$ cat config.mk
export PLATFORM = sky130hd
export DESIGN_NAME = mem_arbiter
export DESIGN_NICKNAME = d
export VERILOG_FILES = /design/src/rtl/mem_arbiter.sv
export SDC_FILE = /design/constraint.sdc
export NUM_CORES = 1
export LEC_CHECK = 0
export CAP_MARGIN = 40
export CORE_ASPECT_RATIO = 1.4
export CORE_MARGIN = 2
export CORE_UTILIZATION = 39
export CTS_CLUSTER_SIZE = 10
export DETAILED_ROUTE_END_ITERATION = 10
export PLACE_DENSITY = 0.81
export REMOVE_ABC_BUFFERS = 1
export SYNTH_ARGS = -nofsm -noshare
export SYNTH_HDL_FRONTEND = slang
export SYNTH_SLANG_ARGS = --single-unit
export TNS_END_PERCENT = 1
$ cat constraint.sdc
create_clock -name clk -period 1.3 [get_ports clk]
set_input_delay 0.13 -clock clk [delete_from_list [all_inputs] [get_ports clk]]
set_output_delay 0.13 -clock clk [all_outputs]
set_load 0.02 [all_outputs]
$ cat src/rtl/mem_arbiter.sv
// rtl/mem_arbiter.sv - two-requester arbiter (fetch, load/store) for the shared SPI memory engine
// Optional MEM_ARB_TIMEOUT_EN: abort a GRANT that sees no mem_done within TIMEOUT_CYCLES.
module mem_arbiter #(
  parameter int TIMEOUT_CYCLES = 255
) (
  input  logic        clk,
  input  logic        rst_n,
  input  logic        if_req,
  input  logic [31:0] if_addr,
  output logic        if_done,
  output logic [31:0] if_rdata,
  input  logic        ls_req,
  input  logic [31:0] ls_addr,
  input  logic        ls_is_write,
  input  logic [2:0]  ls_num_bytes,
  input  logic [31:0] ls_wdata,
  output logic        ls_done,
  output logic [31:0] ls_rdata,
  output logic        ls_error,
  output logic        mem_start,
  output logic [31:0] mem_addr,
  output logic [2:0]  mem_num_bytes,
  output logic        mem_is_write,
  output logic [31:0] mem_wdata,
  input  logic        mem_done,
  input  logic [31:0] mem_rdata,
  output logic        busy,
  output logic        grant_ls
);

  typedef enum logic [1:0] {IDLE, GRANT, RELEASE} state_e;

  state_e      state_q, state_d;
  logic [31:0] mem_addr_q, mem_addr_d;
  logic [2:0]  mem_nb_q, mem_nb_d;
  logic        mem_wr_q, mem_wr_d;
  logic [31:0] mem_wdata_q, mem_wdata_d;
  logic        ls_owner_q, ls_owner_d;
  logic        if_done_q, if_done_d;
  logic        ls_done_q, ls_done_d;
  logic [31:0] if_rdata_q, if_rdata_d;
  logic [31:0] ls_rdata_q, ls_rdata_d;
  logic        pick_ls;
  logic [2:0]  ls_nb_clamped;

`ifdef MEM_ARB_TIMEOUT_EN
  localparam logic [7:0] TO_LAST = 8'(TIMEOUT_CYCLES - 1);
  logic [7:0] cnt_q, cnt_d;
  logic       ls_error_q, ls_error_d;
`endif

  assign ls_nb_clamped = (ls_num_bytes == 3'd0 || ls_num_bytes > 3'd4) ? 3'd4 : ls_num_bytes;

  always_comb begin
    state_d     = state_q;
    mem_addr_d  = mem_addr_q;
    mem_nb_d    = mem_nb_q;
    mem_wr_d    = mem_wr_q;
    mem_wdata_d = mem_wdata_q;
    ls_owner_d  = ls_owner_q;
    if_rdata_d  = if_rdata_q;
    ls_rdata_d  = ls_rdata_q;
    if_done_d   = 1'b0;
    ls_done_d   = 1'b0;
    pick_ls     = 1'b0;
`ifdef MEM_ARB_TIMEOUT_EN
    cnt_d       = cnt_q;
    ls_error_d  = 1'b0;
`endif
    case (state_q)
      IDLE: begin
        // On contention the requester not served last wins; ls_owner_q doubles as last_ls.
        pick_ls = ls_req && (!if_req || !ls_owner_q);
        if (if_req || ls_req) begin
          ls_owner_d  = pick_ls;
          mem_addr_d  = pick_ls ? ls_addr : if_addr;
          mem_nb_d    = pick_ls ? ls_nb_clamped : 3'd4;
          mem_wr_d    = pick_ls ? ls_is_write : 1'b0;
          mem_wdata_d = pick_ls ? ls_wdata : 32'd0;
          state_d     = GRANT;
`ifdef MEM_ARB_TIMEOUT_EN
          cnt_d       = 8'd0;
`endif
        end
      end
      GRANT: begin
`ifdef MEM_ARB_TIMEOUT_EN
        cnt_d = cnt_q + 8'd1;
`endif
        if (mem_done) begin
          if (ls_owner_q) begin
            ls_done_d  = 1'b1;
            ls_rdata_d = mem_rdata;
          end else begin
            if_done_d  = 1'b1;
            if_rdata_d = mem_rdata;
          end
          state_d = RELEASE;
        end
`ifdef MEM_ARB_TIMEOUT_EN
        else if (cnt_q == TO_LAST) begin
          if (ls_owner_q) begin
            ls_done_d  = 1'b1;
            ls_rdata_d = 32'd0;
            ls_error_d = 1'b1;
          end else begin
            if_done_d  = 1'b1;
            if_rdata_d = 32'd0;
          end
          state_d = RELEASE;
        end
`endif
      end
      RELEASE: state_d = IDLE;
      default: state_d = IDLE;
    endcase
  end

  always_ff @(posedge clk) begin
    if (!rst_n) begin
      state_q     <= IDLE;
      mem_addr_q  <= 32'd0;
      mem_nb_q    <= 3'd0;
      mem_wr_q    <= 1'b0;
      mem_wdata_q <= 32'd0;
      ls_owner_q  <= 1'b0;
      if_done_q   <= 1'b0;
      ls_done_q   <= 1'b0;
      if_rdata_q  <= 32'd0;
      ls_rdata_q  <= 32'd0;
`ifdef MEM_ARB_TIMEOUT_EN
      cnt_q       <= 8'd0;
      ls_error_q  <= 1'b0;
`endif
    end else begin
      state_q     <= state_d;
      mem_addr_q  <= mem_addr_d;
      mem_nb_q    <= mem_nb_d;
      mem_wr_q    <= mem_wr_d;
      mem_wdata_q <= mem_wdata_d;
      ls_owner_q  <= ls_owner_d;
      if_done_q   <= if_done_d;
      ls_done_q   <= ls_done_d;
      if_rdata_q  <= if_rdata_d;
      ls_rdata_q  <= ls_rdata_d;
`ifdef MEM_ARB_TIMEOUT_EN
      cnt_q       <= cnt_d;
      ls_error_q  <= ls_error_d;
`endif
    end
  end

  assign mem_start     = (state_q == GRANT);
  assign busy          = (state_q != IDLE);
  assign grant_ls      = ls_owner_q && (state_q == GRANT);
  assign mem_addr      = mem_addr_q;
  assign mem_num_bytes = mem_nb_q;
  assign mem_is_write  = mem_wr_q;
  assign mem_wdata     = mem_wdata_q;
  assign if_done       = if_done_q;
  assign ls_done       = ls_done_q;
  assign if_rdata      = if_rdata_q;
  assign ls_rdata      = ls_rdata_q;
`ifdef MEM_ARB_TIMEOUT_EN
  assign ls_error      = ls_error_q;
`else
  assign ls_error      = 1'b0;
`endif

endmodule
==> results of run 1 <==
-- final timing paths --
check | depth (start not counted) | slack, ns | start | to
max reg2reg | 6 | -0.15 | state_q[0] | mem_wdata[23]
min | 3 | 0.29 | if_addr[6] | mem_addr[6]
max | 6 | -0.15 | state_q[0] | mem_wdata[23]
min reg2reg | 2 | 0.47 | if_rdata[31] | if_rdata[31]
-- cell usage in the layout, fill, tap and decap left out, types with 2 or more instances in the layout --
master,n
sky130_fd_sc_hd__dfxtp_1,136
sky130_fd_sc_hd__clkdlybuf4s50_1,135
sky130_fd_sc_hd__dlygate4sd2_1,130
sky130_fd_sc_hd__nand2_1,97
sky130_fd_sc_hd__o21ai_0,67
sky130_fd_sc_hd__nand3_1,64
sky130_fd_sc_hd__a21oi_1,36
sky130_fd_sc_hd__a22o_1,33
sky130_fd_sc_hd__a311oi_1,32
sky130_fd_sc_hd__buf_4,19
sky130_fd_sc_hd__clkbuf_16,17
sky130_fd_sc_hd__buf_12,7
sky130_fd_sc_hd__clkinvlp_4,4
sky130_fd_sc_hd__bufinv_16,4
sky130_fd_sc_hd__clkdlybuf4s15_1,4
sky130_fd_sc_hd__nor2_1,3
sky130_fd_sc_hd__nand4b_1,3
sky130_fd_sc_hd__inv_6,3
sky130_fd_sc_hd__buf_6,3
sky130_fd_sc_hd__inv_1,2
sky130_fd_sc_hd__nor2_4,2
sky130_fd_sc_hd__clkinv_2,2
-- sequential cells by signal, indices dropped and copies added, names as in the netlist --
signal and flops:
if_done 1, if_rdata 32, ls_done 1, ls_owner_q 1
ls_rdata 32, mem_addr 32, mem_is_write 1, mem_num_bytes 3
mem_wdata 32, state_q 2
-- where the power goes --
part | total, uW | leakage (uW) | switching [uW] | internal, uW
Clock | 5060 | 0.000293 | 1840 | 3220
Combinational | 1980 | 0.00237 | 1040 | 945
Sequential | 4600 | 0.00112 | 138 | 4460
-- routing by layer --
| metal | routed length (um) | part of all wire [%] | vias up | track usage, % |
|---|---|---|---|---|
| li1 | - | - | 2487 | - |
| met1 | 5590 | 35 | 2371 | 23.0 |
| met2 | 8570 | 53 | 261 | 41.6 |
| met3 | 1350 | 8.4 | 47 | 6.72 |
| met4 | 549 | 3.4 | 0 | 11.2 |
| met5 | 0 | 0 | - | 0 |
-- kinds of logic (layout without fill, tap and decap cells) --
family,count (synthesis),count (layout),synth area share (%)
AOI/OAI and AO/OA,173,173,22.8
and+or+nand+nor,177,177,16.0
other,1,1,0.0744
DFF,137,137,54.4
buffers and inverters,57,335,6.51
adders and majority gates,1,1,0.248
-- cell type report --
cell class	instances	area share, %
clock buffers	18	5.10
well taps	153	2.28
clock inverters	14	2.32
flip-flops and latches	137	32.6
inverters	3	0.134
repair buffers	300	34.0
multi-input cells	352	23.6
-- critical path: cells and delay by family (launching register included) --
family	cells	cell delay (ns)
AND/OR/NAND/NOR	1	0.13
AO/OA/AOI/OAI	2	0.33
buffers and inverters	3	0.56
flip-flops	1	0.31
-- per-stage QoR --
stage / cell area [um^2] / power [uW]
after floorplan: 4720 / 5530
after global placement: 7940 / 6780
after detailed placement: 7940 / 6840
after CTS: 8400 / 11700
after global routing: 8410 / 12100
final: 8410 / 11600
-- what timing repair did --
item / CTS / global route
pin swaps: 2 / 0
endpoints found under the setup margin: 240 / 139
gates cloned: 0 / 0
setup buffers: 0 / 0
gates resized for setup: 149 / 9
==> results_tabular.tex, run 1 <==
\begin{tabular}{lr}
\hline
Metric & Value \\
\hline
\multicolumn{2}{l}{\textbf{Status}} \\
Result of the run & finished, violations left \\
Failing checks & negative setup slack \\
\multicolumn{2}{l}{\textbf{Finish}} \\
Final core area utilization & about two thirds \\
Count of nets after finishing & between 900 and 1000 \\
Sequential cell area & about 2700 um\^{}2 \\
Inserted Diodes & 0 \\
Number of cells in the finished layout apart from fillers & 977 \\
Filler cells & around 1100 \\
Multi-input combinational cell area & between 1500 and 2000 um\^{}2 \\
Ratio of cells with drive above 1 in the final layout & $\sim$9\% \\
Area growth from synthesis to final layout & 67.0\% \\
\multicolumn{2}{l}{\textbf{Placement}} \\
Port bufs & between 200 and 300 \\
Weighted congestion reported at the end of routability-driven placement & 0.819 \\
Half-perimeter wire length after detailed placement & between 10000 and 15000 um \\
Pre-CTS setup slack & -0.316 ns \\
Placed cells & between 900 and 1000 \\
\multicolumn{2}{l}{\textbf{Clock tree}} \\
Buffers from clock root to sink, at most & 2 \\
Library cell used as clock root buffer & sky130\_fd\_sc\_hd\_\_clkbuf\_16 \\
Number of CTS-inserted buffers & 17 \\
Sink count of the clock tree & about 140 \\
Clock tree from TritonCTS & done \\
Cts-stage hold buffer count & 0 \\
Worst-skew pair later-pin latency & between 0.4 and 0.5 ns \\
Count of H-tree levels built during CTS & 4 \\
Clock-pin slew on the worst setup and hold paths & about 0.06 ns \\
\multicolumn{2}{l}{\textbf{Route}} \\
Initial detailed-routing violation count & between 200 and 300 \\
Detailed-route vias per instance & between 5 and 6 \\
DRC violations left & 0 \\
Routed length per instance & between 15 and 20 um \\
Number of antenna-violating nets in the routed design & 0 \\
DR pass1 iterations & 5 \\
DRT Wirelength & 16100 um \\
Via Count & $\sim$5200 \\
\multicolumn{2}{l}{\textbf{Synth}} \\
Cell type with the highest aggregate area in the netlist & sky130\_fd\_sc\_hd\_\_dfxtp\_1 \\
Most common cell in the netlist & sky130\_fd\_sc\_hd\_\_dfxtp\_1 \\
Seq cells post-synth & around 140 \\
Number of flops mapped to enable cells by yosys & 0 \\
Synthesized area per cell & about 9.2 um\^{}2 \\
Synth cell types & 31 \\
Netlist area before placement & 5040 um\^{}2 \\
Fraction of registers with async set or reset after synthesis & 0\% \\
Sequential share of the synthesized area & a little over half \\
Most instantiated cells after synthesis & sky130\_fd\_sc\_hd\_\_dfxtp\_1, sky130\_fd\_sc\_hd\_\_nand2\_1, sky130\_fd\_sc\_hd\_\_o21ai\_0 \\
Post-synthesis cell count & about 550 \\
Ys flop type & sky130\_fd\_sc\_hd\_\_dfxtp\_1 \\
Synthesis Warnings & 0 \\
Proportion of netlist area held by the largest area contributor & 54.4\% \\
Leading cell types by total area after synthesis & sky130\_fd\_sc\_hd\_\_dfxtp\_1, sky130\_fd\_sc\_hd\_\_nand2\_1, sky130\_fd\_sc\_hd\_\_o21ai\_0 \\
\multicolumn{2}{l}{\textbf{GRT}} \\
Initial antenna violation count & 1 \\
Global-route total usage across every layer & 22.8\% \\
Pin count of the biggest net entering global routing & 99 \\
Global-route wire length before repair & approximately 25000 um \\
Total grt overflow & 0 \\
Number of global-route vias before repair & between 5000 and 6000 \\
\multicolumn{2}{l}{\textbf{Worst setup path}} \\
Worst setup SP type & register \\
Arrival time reported for the critical path endpoint & 1.75 ns \\
Cell occurring most often along the worst timing path & sky130\_fd\_sc\_hd\_\_buf\_4 \\
Delay of the slowest critical-path stage & about 0.31 ns \\
Critical path capture point type & register \\
Crit Path Max Fanout & 33 \\
Data required, critical path & between 1.5 and 2 ns \\
Cell breakdown of the critical path & buf\_4, nor2\_4, buf\_4, a21oi\_4, buf\_12, a22o\_1 \\
Critical setup path kind & register to register \\
Critical-path cell with the highest stage delay & sky130\_fd\_sc\_hd\_\_dfxtp\_1 \\
\multicolumn{2}{l}{\textbf{Power and ir drop}} \\
Leakage power figure & between 0.003 and 0.004 uW \\
Worst voltage drop across the vdd grid & approximately 0.82 mV \\
Power per standard cell area & about 1400 nW/um\^{}2 \\
\multicolumn{2}{l}{\textbf{STA}} \\
Final setup margin & -0.154 ns \\
Final-report hold violation count & 0 \\
Number of pins exceeding their max-slew limit in the final report & 0 \\
Max Clk Rate & just under 700 MHz \\
Unrepaired setup endpoints after global routing & yes \\
Hold slack final & 0.289 ns \\
Total negative slack for setup checks & -5.43 ns \\
Final period util & 112\% \\
Final count of negative-setup-slack endpoints & between 60 and 70 \\
Clock skew & around 0.01 ns \\
Time the final worst path needs with I/O delays and setup & 1.45 ns \\
\multicolumn{2}{l}{\textbf{Floorplan}} \\
Area of the core region & $\sim$13000 um\^{}2 \\
Die area & between 10000 and 15000 um\^{}2 \\
Row count & 49 \\
Chip Width & 100 um \\
Initial core utilization & between 30\% and 40\% \\
Die Height & roughly 140 um \\
Number of placed I/O pins & $\sim$280 \\
\multicolumn{2}{l}{\textbf{Worst hold path}} \\
Hold Crit Class & primary input to register \\
\multicolumn{2}{l}{\textbf{Flow run}} \\
Number of maximum-capacitance violations & 0 \\
\hline
\end{tabular}
Note: power is estimated with default switching activity, not from simulation.
==> run 2, diff against run 1 <==
Settings changed: CTS_CLUSTER_SIZE 10 to not set.
==> results of run 2 <==
No change in the layout: final DEF, timing and power equal those of run 1.
==> run 3, diff against run 2 <==
Settings changed: ABC_AREA set to 1, CORE_UTILIZATION 39 to 42.
==> results_tabular.tex, run 3 <==
\begin{tabular}{lr}
\hline
Metric & Value \\
\hline
\multicolumn{2}{l}{\textbf{Route}} \\
Number of antenna-violating nets in the routed design & 0 \\
Routed length per instance & 12.6 um \\
Via Count & $\sim$6400 \\
DRT Wirelength & around 18000 um \\
DR pass1 iterations & 7 \\
Detailed-route vias per instance & roughly 4.5 \\
Initial detailed-routing violation count & approximately 250 \\
DRC violations left & 0 \\
\multicolumn{2}{l}{\textbf{Clock tree}} \\
Sink count of the clock tree & around 140 \\
Cts-stage hold buffer count & 0 \\
Library cell used as clock root buffer & sky130\_fd\_sc\_hd\_\_clkbuf\_16 \\
Clock-pin slew on the worst setup and hold paths & roughly 0.06 ns \\
Worst-skew pair later-pin latency & about 0.41 ns \\
Number of CTS-inserted buffers & 17 \\
Count of H-tree levels built during CTS & 4 \\
Clock tree from TritonCTS & done \\
Setup repair bufs after CTS & 0 \\
Buffers from clock root to sink, at most & 2 \\
\multicolumn{2}{l}{\textbf{Power and ir drop}} \\
Leakage power figure & just over 0.005 uW \\
Switch Pwr & between 3000 and 4000 uW \\
Clock network power share & between 40\% and 50\% \\
Part of the power in combinational logic & 20.6\% \\
Worst voltage drop across the vdd grid & roughly 0.87 mV \\
Cell Int Power & 9060 uW \\
Share of total power consumed by net switching & approximately 28\% \\
Power share of the sequential group & a little under two fifths \\
Power per standard cell area & around 1300 nW/um\^{}2 \\
\multicolumn{2}{l}{\textbf{STA}} \\
Max Clk Rate & just under 800 MHz \\
Final count of negative-setup-slack endpoints & 0 \\
Time the final worst path needs with I/O delays and setup & 1.28 ns \\
Clock skew & around 0.012 ns \\
Final setup margin & between 0.015 and 0.02 ns \\
Unrepaired setup endpoints after global routing & yes \\
Number of pins exceeding their max-slew limit in the final report & 0 \\
Final-report hold violation count & 0 \\
Final period util & between 90\% and 100\% \\
\multicolumn{2}{l}{\textbf{Synth}} \\
Post-synthesis xor/xnor area fraction & 0\% \\
Synth Area in Compound Gates & 3.53\% \\
Netlist area before placement & 6100 um\^{}2 \\
Synth cell types & 22 \\
Cell type with the highest aggregate area in the netlist & sky130\_fd\_sc\_hd\_\_dfxtp\_1 \\
Fraction of registers with async set or reset after synthesis & 0\% \\
Synth Area in Adders & less than 1\% \\
Leading cell types by total area after synthesis & sky130\_fd\_sc\_hd\_\_dfxtp\_1, sky130\_fd\_sc\_hd\_\_nand2\_1, sky130\_fd\_sc\_hd\_\_nor2\_1 \\
Sequential share of the synthesized area & roughly 45\% \\
Combinational family with the most area after synthesis & simple AND/OR/NAND/NOR gates \\
Synthesis Warnings & 0 \\
Proportion of netlist area held by the largest area contributor & between 40\% and 50\% \\
Ys flop type & sky130\_fd\_sc\_hd\_\_dfxtp\_1 \\
Seq cells post-synth & 137 \\
Simple logic cell fraction of the synthesized area & between 30\% and 40\% \\
Synthesized area per cell & 6.44 um\^{}2 \\
Most instantiated cells after synthesis & sky130\_fd\_sc\_hd\_\_nand2\_1, sky130\_fd\_sc\_hd\_\_nor2\_1, sky130\_fd\_sc\_hd\_\_dfxtp\_1 \\
Share of synthesized area spent on multiplexers & 0\% \\
Post-synthesis cell count & $\sim$950 \\
Number of flops mapped to enable cells by yosys & 0 \\
Most common cell in the netlist & sky130\_fd\_sc\_hd\_\_nand2\_1 \\
\multicolumn{2}{l}{\textbf{GRT}} \\
Global-route total usage across every layer & 22.7\% \\
Number of global-route vias before repair & $\sim$6000 \\
Initial antenna violation count & 0 \\
Pin count of the biggest net entering global routing & 55 \\
Total grt overflow & 0 \\
Global-route wire length before repair & about 28000 um \\
\multicolumn{2}{l}{\textbf{Finish}} \\
Leading cell type in the layout, fill and taps excluded & sky130\_fd\_sc\_hd\_\_nand2\_1 \\
Ratio of cells with drive above 1 in the final layout & under 10\% \\
Final design instance area without fill & slightly below 10000 um\^{}2 \\
Area growth from synthesis to final layout & 57.9\% \\
Commonest cells after routing, fill and taps aside & sky130\_fd\_sc\_hd\_\_nand2\_1, sky130\_fd\_sc\_hd\_\_nor2\_1, sky130\_fd\_sc\_hd\_\_dfxtp\_1, sky130\_fd\_sc\_hd\_\_inv\_1, sky130\_fd\_sc\_hd\_\_clkdlybuf4s50\_1 \\
Count of nets after finishing & 1352 \\
Inserted Diodes & 0 \\
\multicolumn{2}{l}{\textbf{Floorplan}} \\
Initial core utilization & a little over two fifths \\
Area of the core region & roughly 14000 um\^{}2 \\
Chip Width & $\sim$110 um \\
Die Height & roughly 150 um \\
Row count & 52 \\
Number of placed I/O pins & 275 \\
Die area & $\sim$16000 um\^{}2 \\
\multicolumn{2}{l}{\textbf{Worst setup path}} \\
Critical path capture point type & register \\
Arrival time reported for the critical path endpoint & approximately 1.6 ns \\
Family with the most delay on the worst path & buffers and inverters \\
Delay of the slowest critical-path stage & 0.38 ns \\
Critical setup path kind & register to register \\
R2r worst-path depth & 7 \\
Data required, critical path & 1.60 ns \\
Crit path buffers/inverters & 3 \\
Critical path depth in cells & 7 \\
Cell occurring most often along the worst timing path & sky130\_fd\_sc\_hd\_\_nand2\_1 \\
Critical-path cell with the highest stage delay & sky130\_fd\_sc\_hd\_\_dfxtp\_4 \\
Cell breakdown of the critical path & inv\_2, buf\_4, nand4\_1, buf\_12, nand2\_1, nand2\_1, nor2\_1 \\
Worst setup SP type & register \\
Crit Path Max Fanout & 52 \\
\multicolumn{2}{l}{\textbf{Flow run}} \\
Number of maximum-capacitance violations & 0 \\
\multicolumn{2}{l}{\textbf{Placement}} \\
Port bufs & approximately 270 \\
Pre-CTS setup slack & -0.265 ns \\
Half-perimeter wire length after detailed placement & about 13000 um \\
Cell area after placement & 9110 um\^{}2 \\
Weighted congestion reported at the end of routability-driven placement & slightly above 0.8 \\
\multicolumn{2}{l}{\textbf{Worst hold path}} \\
Hold depth & 4 \\
Hold Crit Class & primary input to register \\
\multicolumn{2}{l}{\textbf{Status}} \\
Result of the run & finished clean \\
\hline
\end{tabular}
run 3: cell type report:
| cell class | instances | area (um^2) |
|---|---|---|
| Clock buffer | 19 | 433 |
| Clock inverter | 13 | 215 |
| Fill cell | 1232 | 4680 |
| Inverter | 138 | 518 |
| Multi-Input combinational cell | 614 | 2580 |
| Sequential cell | 137 | 2750 |
| Tap cell | 189 | 236 |
| Timing Repair Buffer | 306 | 2910 |
run 3: worst reg2reg max path, delay by kind of cell (launching register included):
family	cells	cell delay (ns)
buffers and inverters	3	0.44
flip-flops	1	0.38
AND/OR/NAND/NOR	4	0.35
run 3: cell families after synthesis:
group / after synthesis
AND/OR/NAND/NOR: 572
buffers and inverters: 197
flip-flops: 137
AO/OA/AOI/OAI: 40
adder cells (fa/ha/maj): 1
other: 1
run 3: power groups by stage:
stage / Sequential, uW / Combinational [uW] / Clock, uW
2_1_floorplan: 5090 / 900 / 0
3_3_place_gp: 4720 / 2730 / 0
3_5_place_dp: 4730 / 2750 / 0
4_1_cts: 4630 / 2570 / 5430
5_1_grt: 4660 / 2830 / 5630
6_report: 4630 / 2580 / 5320
run 3: worst paths after layout:
path	startpoint	endpoint	slack [ns]
worst min-delay path	rst_n	ls_rdata[22]	0.22
worst min register to register	if_rdata[4]	if_rdata[4]	0.46
worst max-delay path	state_q[1]	ls_rdata[25]	0.02
worst max register to register	state_q[1]	ls_rdata[25]	0.02
run 3: layer usage:
metal / vias to the layer above / track usage [%] / share of wire, %
met2: 222 / 40.5 / 51
li1: 3352 / - / -
met1: 2799 / 24.4 / 39
met5: - / 0 / 0
met3: 41 / 6.79 / 7.0
met4: 0 / 10.3 / 3.4
run 3: metrics by stage:
stage                     TNS [ns]  power, uW  utilization (%)  hold slack [ns]  std cells
after floorplan             -84.68       5990                -            0.250        889
after global placement      -20.90       7440             63.6            0.450       1384
after detailed placement    -24.98       7480             63.6            0.456       1384
after CTS                   -0.151      12600             67.0            0.205       1416
after global routing         -2.04      13100             67.3            0.209       1416
final                            0      12500             67.3            0.219       1416
run 3: timing repair:
action	4_1_cts	5_1_grt
pin swaps	0	8
endpoints found under the setup margin	153	104
resized for setup	150	19
cloned	0	0
